### config.mk
export PLATFORM = sky130hd
export DESIGN_NAME = mult4_seq_pp_scheduler
export DESIGN_NICKNAME = d
export VERILOG_FILES = /design/src/rtl/mult4_seq_pp_scheduler.sv
export SDC_FILE = /design/constraint.sdc
export NUM_CORES = 1
export LEC_CHECK = 0
export ABC_AREA = 1
export BUFFER_PORTS_ARGS = -buffer_cell sky130_fd_sc_hd__buf_2
export CAP_MARGIN = 20
export CORE_UTILIZATION = 50
export CTS_CLUSTER_SIZE = 10
export DETAILED_ROUTE_END_ITERATION = 7
export HOLD_SLACK_MARGIN = 0.06
export PLACE_DENSITY_LB_ADDON = 0.2
export SYNTH_ARGS = -nofsm -noshare
export SYNTH_HDL_FRONTEND = slang
export SYNTH_SLANG_ARGS = --single-unit
### constraint.sdc
create_clock -name clk -period 4.4 [get_ports clk]
set_input_delay 0.44 -clock clk [delete_from_list [all_inputs] [get_ports clk]]
set_output_delay 0.44 -clock clk [all_outputs]
set_load 0.01 [all_outputs]
### src/rtl/mult4_seq_pp_scheduler.sv
// Sequential 4x4 unsigned multiplier that time-shares one external 2x2 core over four partial products.
// Latency 4*(1+MUL_LAT) cycles from accept to out_valid; no overlap, holds P/out_valid until out_ready.
module mult4_seq_pp_scheduler #(
    parameter int MUL_LAT = 0,
    parameter int COUNT_W = 16
) (
    input  logic               clk,
    input  logic               rst_n,
    input  logic               in_valid,
    output logic               in_ready,
    input  logic [3:0]         A,
    input  logic [3:0]         B,
    output logic               out_valid,
    input  logic               out_ready,
    output logic [7:0]         P,
    output logic [1:0]         mul_a,
    output logic [1:0]         mul_b,
    input  logic [3:0]         mul_p,
    output logic               busy,
    output logic [COUNT_W-1:0] op_count
);
    typedef enum logic [1:0] {S_IDLE, S_CALC, S_DONE} state_t;

    state_t               r_state;
    logic [1:0]           r_step;
    logic                 r_sub;
    logic [3:0]           r_a;
    logic [3:0]           r_b;
    logic [7:0]           r_acc;
    logic [7:0]           r_p;
    logic                 r_out_valid;
    logic                 r_busy;
    logic [1:0]           r_mul_a;
    logic [1:0]           r_mul_b;
    logic [COUNT_W-1:0]   r_count;

    logic                 w_last_sub;
    logic [2:0]           w_shift;
    logic [7:0]           w_pp;
    logic [7:0]           w_acc_next;
    logic [1:0]           w_next_step;

    // A step spans one cycle for a combinational core, two for a registered one.
    assign w_last_sub  = (r_sub == 1'(MUL_LAT));
    assign w_next_step = r_step + 2'd1;

    always_comb begin
        w_shift = 3'd0;
        case (r_step)
            2'd0:    w_shift = 3'd0;
            2'd1:    w_shift = 3'd2;
            2'd2:    w_shift = 3'd2;
            default: w_shift = 3'd4;
        endcase
    end

    assign w_pp       = {4'b0000, mul_p} << w_shift;
    assign w_acc_next = r_acc + w_pp;

    always_ff @(posedge clk or negedge rst_n) begin
        if (!rst_n) begin
            r_state     <= S_IDLE;
            r_step      <= 2'd0;
            r_sub       <= 1'b0;
            r_a         <= 4'd0;
            r_b         <= 4'd0;
            r_acc       <= 8'd0;
            r_p         <= 8'd0;
            r_out_valid <= 1'b0;
            r_busy      <= 1'b0;
            r_mul_a     <= 2'd0;
            r_mul_b     <= 2'd0;
            r_count     <= '0;
        end else begin
            case (r_state)
                S_IDLE: begin
                    if (in_valid) begin
                        r_a     <= A;
                        r_b     <= B;
                        r_acc   <= 8'd0;
                        r_step  <= 2'd0;
                        r_sub   <= 1'b0;
                        r_mul_a <= A[1:0];
                        r_mul_b <= B[1:0];
                        r_busy  <= 1'b1;
                        r_state <= S_CALC;
                    end
                end
                S_CALC: begin
                    if (!w_last_sub) begin
                        r_sub <= 1'b1;
                    end else begin
                        r_sub <= 1'b0;
                        r_acc <= w_acc_next;
                        if (r_step == 2'd3) begin
                            r_p         <= w_acc_next;
                            r_out_valid <= 1'b1;
                            r_mul_a     <= 2'd0;
                            r_mul_b     <= 2'd0;
                            r_state     <= S_DONE;
                        end else begin
                            // Operands for the next step are registered so they are stable all step long.
                            r_step  <= w_next_step;
                            r_mul_a <= w_next_step[1] ? r_a[3:2] : r_a[1:0];
                            r_mul_b <= w_next_step[0] ? r_b[3:2] : r_b[1:0];
                        end
                    end
                end
                S_DONE: begin
                    if (out_ready) begin
                        r_out_valid <= 1'b0;
                        r_busy      <= 1'b0;
                        r_count     <= r_count + COUNT_W'(1);
                        r_state     <= S_IDLE;
                    end
                end
                default: r_state <= S_IDLE;
            endcase
        end
    end

    assign in_ready  = rst_n && (r_state == S_IDLE);
    assign out_valid = r_out_valid;
    assign P         = r_p;
    assign mul_a     = r_mul_a;
    assign mul_b     = r_mul_b;
    assign busy      = r_busy;
    assign op_count  = r_count;
endmodule
After elaboration in Yosys (flattened, before gate mapping)
Cells that the tools add are included.
{"block": "classes", "n_mux": 32, "reduce_logical": 16, "n_shift": 1, "add_sub_neg": 3, "eq_ne": 10, "n_bitwise": 1}
{"cell": "2-bit 2-to-1 mux", "count": 15}
{"cell": "16-bit by 1-bit adder with 16-bit output, second input constant", "count": 1}
{"cell": "8-bit 2-to-1 mux", "count": 2}
{"cell": "8-bit one-hot mux with 2 select lines", "count": 1}
{"cell": "2-bit one-hot mux with 2 select lines", "count": 3}
{"cell": "4-bit AND reduction", "count": 3}
{"cell": "2-bit inequality test, second input constant", "count": 5}
{"cell": "3-bit AND reduction", "count": 3}
{"cell": "8-bit adder", "count": 1}
{"cell": "4-bit by 3-bit left shift with 8-bit output", "count": 1}
{"cell": "2-bit equality test, second input constant", "count": 3}
{"cell": "1-bit 2-to-1 mux", "count": 6}
{"cell": "1-bit one-hot mux with 2 select lines", "count": 3}
{"cell": "2-bit one-hot mux with 3 select lines", "count": 1}
{"cell": "3-bit one-hot mux with 2 select lines", "count": 1}
{"cell": "2-bit AND reduction", "count": 3}
{"cell": "2-bit nonzero test", "count": 3}
{"cell": "2-bit by 1-bit equality test with 1-bit output, second input constant", "count": 2}
{"cell": "2-bit logical NOT", "count": 2}
{"cell": "2-bit by 1-bit adder with 2-bit output, second input constant", "count": 1}
{"cell": "2-bit OR reduction", "count": 1}
{"cell": "1-bit logical AND", "count": 1}
{"cell": "1-bit inverter", "count": 1}
{"block": "word_totals", "wordCells": 75, "inputBits": 16, "regBits": 51, "out_inout_bits": 31}

Longest topological paths before layout
{"block": "depth", "depth_word": 7, "mapped_depth": 16}

Worst setup path before layout
Ideal clock, no wire load.
{"block": "synth_timing", "path_kind": "reg2reg", "startpoint": "reg r_step[0]", "endpoint": "reg r_acc[6]", "required_time_ns": 4.283, "synth_period_minus_slack_ns": 2.364, "arrival_time_ns": 2.247, "setup_time_ns": 0.117, "path_stages_with_launch": 13, "setup_slack_ns": 2.036, "path_buffers": 1, "cell_sequence": "dfrtp_1 -> ha_1 -> clkbuf_1 -> nor3_1 -> ha_1 -> inv_1 -> fa_1 -> o21ai_0 -> nand3b_1 -> nand2_1 -> nand2_1 -> nand3_1 -> nand2_1"}
{"block": "synth_between", "elab_chain_len": 7, "word_cells_on_any_way": 9}
{"item": "from (decl)", "line": "25", "text": "logic [1:0] r_step;"}
{"item": "from (signal assigned)", "line": "103", "text": "r_step <= w_next_step;"}
{"item": "2-bit equality test / 2-bit by 1-bit equality test with 1-bit output (equally long branches)", "line": "49", "text": "case (r_step)"}
{"item": "2-bit OR reduction (no line)"}
{"item": "3-bit one-hot mux with 2 select lines *", "line": "49"}
{"item": "4-bit by 3-bit left shift with 8-bit output *", "line": "57", "text": "assign w_pp = {4'b0000, mul_p} << w_shift;"}
{"item": "8-bit adder *", "line": "58", "text": "assign w_acc_next = r_acc + w_pp;"}
{"item": "8-bit 2-to-1 mux *", "line": "90", "text": "if (!w_last_sub) begin"}
{"item": "8-bit one-hot mux with 2 select lines *", "line": "75", "text": "case (r_state)"}
{"item": "to (signal assigned)", "line": "94", "text": "r_acc <= w_acc_next;"}
{"item": "to (decl)", "line": "29", "text": "logic [7:0] r_acc;"}
Every way passes the cells marked *; elsewhere a longest branch is shown, timed or not. The select of a mux whose other input is x is not followed.
A chain may end at the register's enable or synchronous reset.

Final worst setup path
Ends and elaborated chain as after synthesis.

==> reports/qor.yml <==
layout-drive-gt1-share_pct: 18.2
finalSetupTns_ns: 0
drc: 0
worstSkewPairLatency_ns: 0.31
start_kind: "register"
status: "completed"
synth_area_mm2: 0.00280
min_path_type: "input port to asynchronous set/reset pin"
first_global_vias: 2312
dpl.hpwl_mm: 4.23
cts_tree: "done"
power.density_mw_per_mm2: 675
p_int_w: 0.00117
synth_fp_nets: 390
crit_slowest_cell: "ha_1"
grt_max_degree: 52
cts.clk_slew.worst_paths_ns: 0.09
ys_async_sr_fraction_pct: 100
cp_common_cell: "nand2_1"
clockRootBuffer: "clkbuf_8"
avgSynthCellArea_um2: 7.68
tightest_slew_ns: 0.626
fin_crit_sh_pct: 58.3
swShare_pct: 45.5
rows: 26
die_y_um: 76.8
startpoint: "r_step[0]$_DFFE_PN0P_"
ys_ff_latch: 50
end_kind: "register"
h-tree-depth: 2
dieArea_mm2: 0.00589
start_util_pct: 53.4
diodes: 0
p_switching_w: 0.000975
path_class: "register to register"
dr.pass1.iters: 4
wire_per_inst_um: 11.7
finClkSkew_ns: 0.00722
fin_nets: 438
holdWs_ns: 0.228
rsz0062_at_grt: "false"
portBuffers: 46
grt_pass1_wl_mm: 10.3
areaGrowthSynthToFinish_pct: 13.6
cp_data_required_time_ns: 4.60
yosys_warnings: 0
viasPerCell: 4.88
clock_sinks: 50
p_leak_nw: 1.75
syn_inst: 364
cap_violations: 0
worst-path-buf-inv: 1
ys_seq_area_share_pct: 44.8
crit_arrival_ns: 2.77
cpLargestDelayFamily: "adder cells"
place_congestion: 0.849
track_usage_pct: 21.8
io_pins: 47
cts-resized-gates: 0
drt_iter0_markers: 190
die_w_um: 76.8
worstReg2RegStart: "r_step[0]$_DFFE_PN0P_"
ant_nets: 0
ctsHoldBuffers: 0
cts_setup_buffers: 0
pwr-share-seq_pct: 34.4
cts_buffer_depth: 2
regArea_mm2: 0.00125
maxSlewHeadroom_pct: 58.3
setup_viol: 0
fillers: 496
crit_chain: "ha_1, nor3_1, ha_1, inv_1, fa_1, o21ai_0, nand3b_1, nand2_1, nand2_1, nand3_1, nand2_1"
cts_buffers: 5
vias: 2356
slowest_delay_ns: 0.45
synth_flop_cell: "dfrtp_1"
synth_edf_count: 0
fin_crit_ns: 2.57
vdd_drop_max_v: 0.000397
max_freq_mhz: 390
synth_cell_types: 31
wl_mm: 5.65
finalHoldViolCount: 0
multi_input_area_mm2: 0.00134
combPwrFrac_pct: 52.4
clockPowerShare_pct: 13.2
finalMaxSlewViolations: 0
core_mm2: 0.00524
overflow: 0
critical_path_peak_fanout: 12
grt_antenna_before_repair: 0
[layout make-up]
| class | count | area share, % |
|---|---|---|
| sequential | 50 | 39.4 |
| timing repair buffer | 47 | 7.49 |
| tap | 70 | 2.76 |
| inverter | 42 | 5.04 |
| multi-input combinational | 266 | 42.3 |
| clock buffer | 6 | 2.60 |
| clock inverter | 2 | 0.394 |
[kinds of logic (layout without fill, tap and decap cells)]
family | count (synthesis) | count (layout) | share of synthesized area, %
AO/OA/AOI/OAI | 33 | 33 | 6.40
XOR/XNOR | 11 | 11 | 3.45
adder cells (fa/ha/maj) | 10 | 10 | 4.74
buffers and inverters | 48 | 97 | 7.16
flip-flops | 50 | 50 | 44.8
AND/OR/NAND/NOR | 212 | 212 | 33.5
[flip-flops by register name, indices dropped and copies added (netlist names)]
name       count
r_step         2
r_a            4
busy           1
op_count      16
mul_a          2
P              8
r_acc          8
r_b            4
r_state        2
out_valid      1
mul_b          2
[worst register-to-register path: stages, from the launching register on]
cell and delay [ns]:
dfrtp_1 0.44, ha_1 0.45, nor3_1 0.24, ha_1 0.19, inv_1 0.05, fa_1 0.39, o21ai_0 0.27, nand3b_1 0.13
nand2_1 0.08, nand2_1 0.07, nand3_1 0.08, nand2_1 0.05
[per-stage QoR]
stage	area (um2)	power [W]	util, %	std cells	worst slack [ns]
after floorplan	2800	0.00159	-	364	2.04
after global placement	3080	0.00184	58.8	475	1.94
after detailed placement	3080	0.00187	58.8	475	1.86
after CTS	3180	0.00216	60.6	483	1.84
after global routing	3180	0.00236	60.6	483	1.60
final	3180	0.00214	60.6	483	1.83
[cell usage after synthesis, types with 2 or more instances]
master	instances	area (um2)
a21oi_1	11	55.1
buf_2	2	10.0
buf_4	2	15.0
dfrtp_1	50	1250
ha_1	9	113
inv_1	36	135
inv_2	5	18.8
nand2_1	152	571
nand3_1	17	85.1
nand3b_1	2	15.0
nor2_1	26	97.6
nor2_4	4	45.0
nor2_8	2	40.0
nor3_1	2	10.0
o21ai_0	15	75.1
o21ai_1	3	15.0
o21ai_2	2	17.5
or2_2	2	12.5
xnor2_1	8	70.1
xor2_1	3	26.3
[worst paths after layout]
path                                   endpoint  slack, ns  cells past startpoint
hold reg to reg                P[2]$_DFFE_PN0P_       0.48                      2
setup reg to reg           r_acc[6]$_DFFE_PN0P_       1.83                     11
min in group clk             r_b[2]$_DFFE_PN0P_       0.32                      3
max in group asynchronous    r_a[2]$_DFFE_PN0P_       3.75                      2
hold / removal                 P[3]$_DFFE_PN0P_       0.23                      2
setup / recovery           r_acc[6]$_DFFE_PN0P_       1.83                     11
[power groups by stage]
stage	Clock [W]	Combinational, W	Sequential [W]
after floorplan	0	0.000828	0.000758
after global placement	0	0.00110	0.000735
after detailed placement	0	0.00113	0.000743
after CTS	0.000292	0.00113	0.000736
after global routing	0.000308	0.00130	0.000758
final	0.000284	0.00112	0.000737
[metal layers]
metal | track usage, % | wire, um
met3 | 4.52 | 259
met4 | 8.08 | 71
met1 | 28.0 | 2780
met5 | 0 | 0
met2 | 36.2 | 2550
[layout by cell type (no fill, tap or decap), drive strengths merged, types with 6 or more instances in the layout]
cell type / synthesis / routed
o21ai: 20 / 20
inv: 42 / 42
clkbuf: 1 / 6
dfrtp: 50 / 50
nand3: 17 / 17
a21oi: 11 / 11
nand2: 154 / 154
xnor2: 8 / 8
ha: 9 / 9
buf: 5 / 47
nor2: 32 / 32
Power figures use the tool's default switching activity.
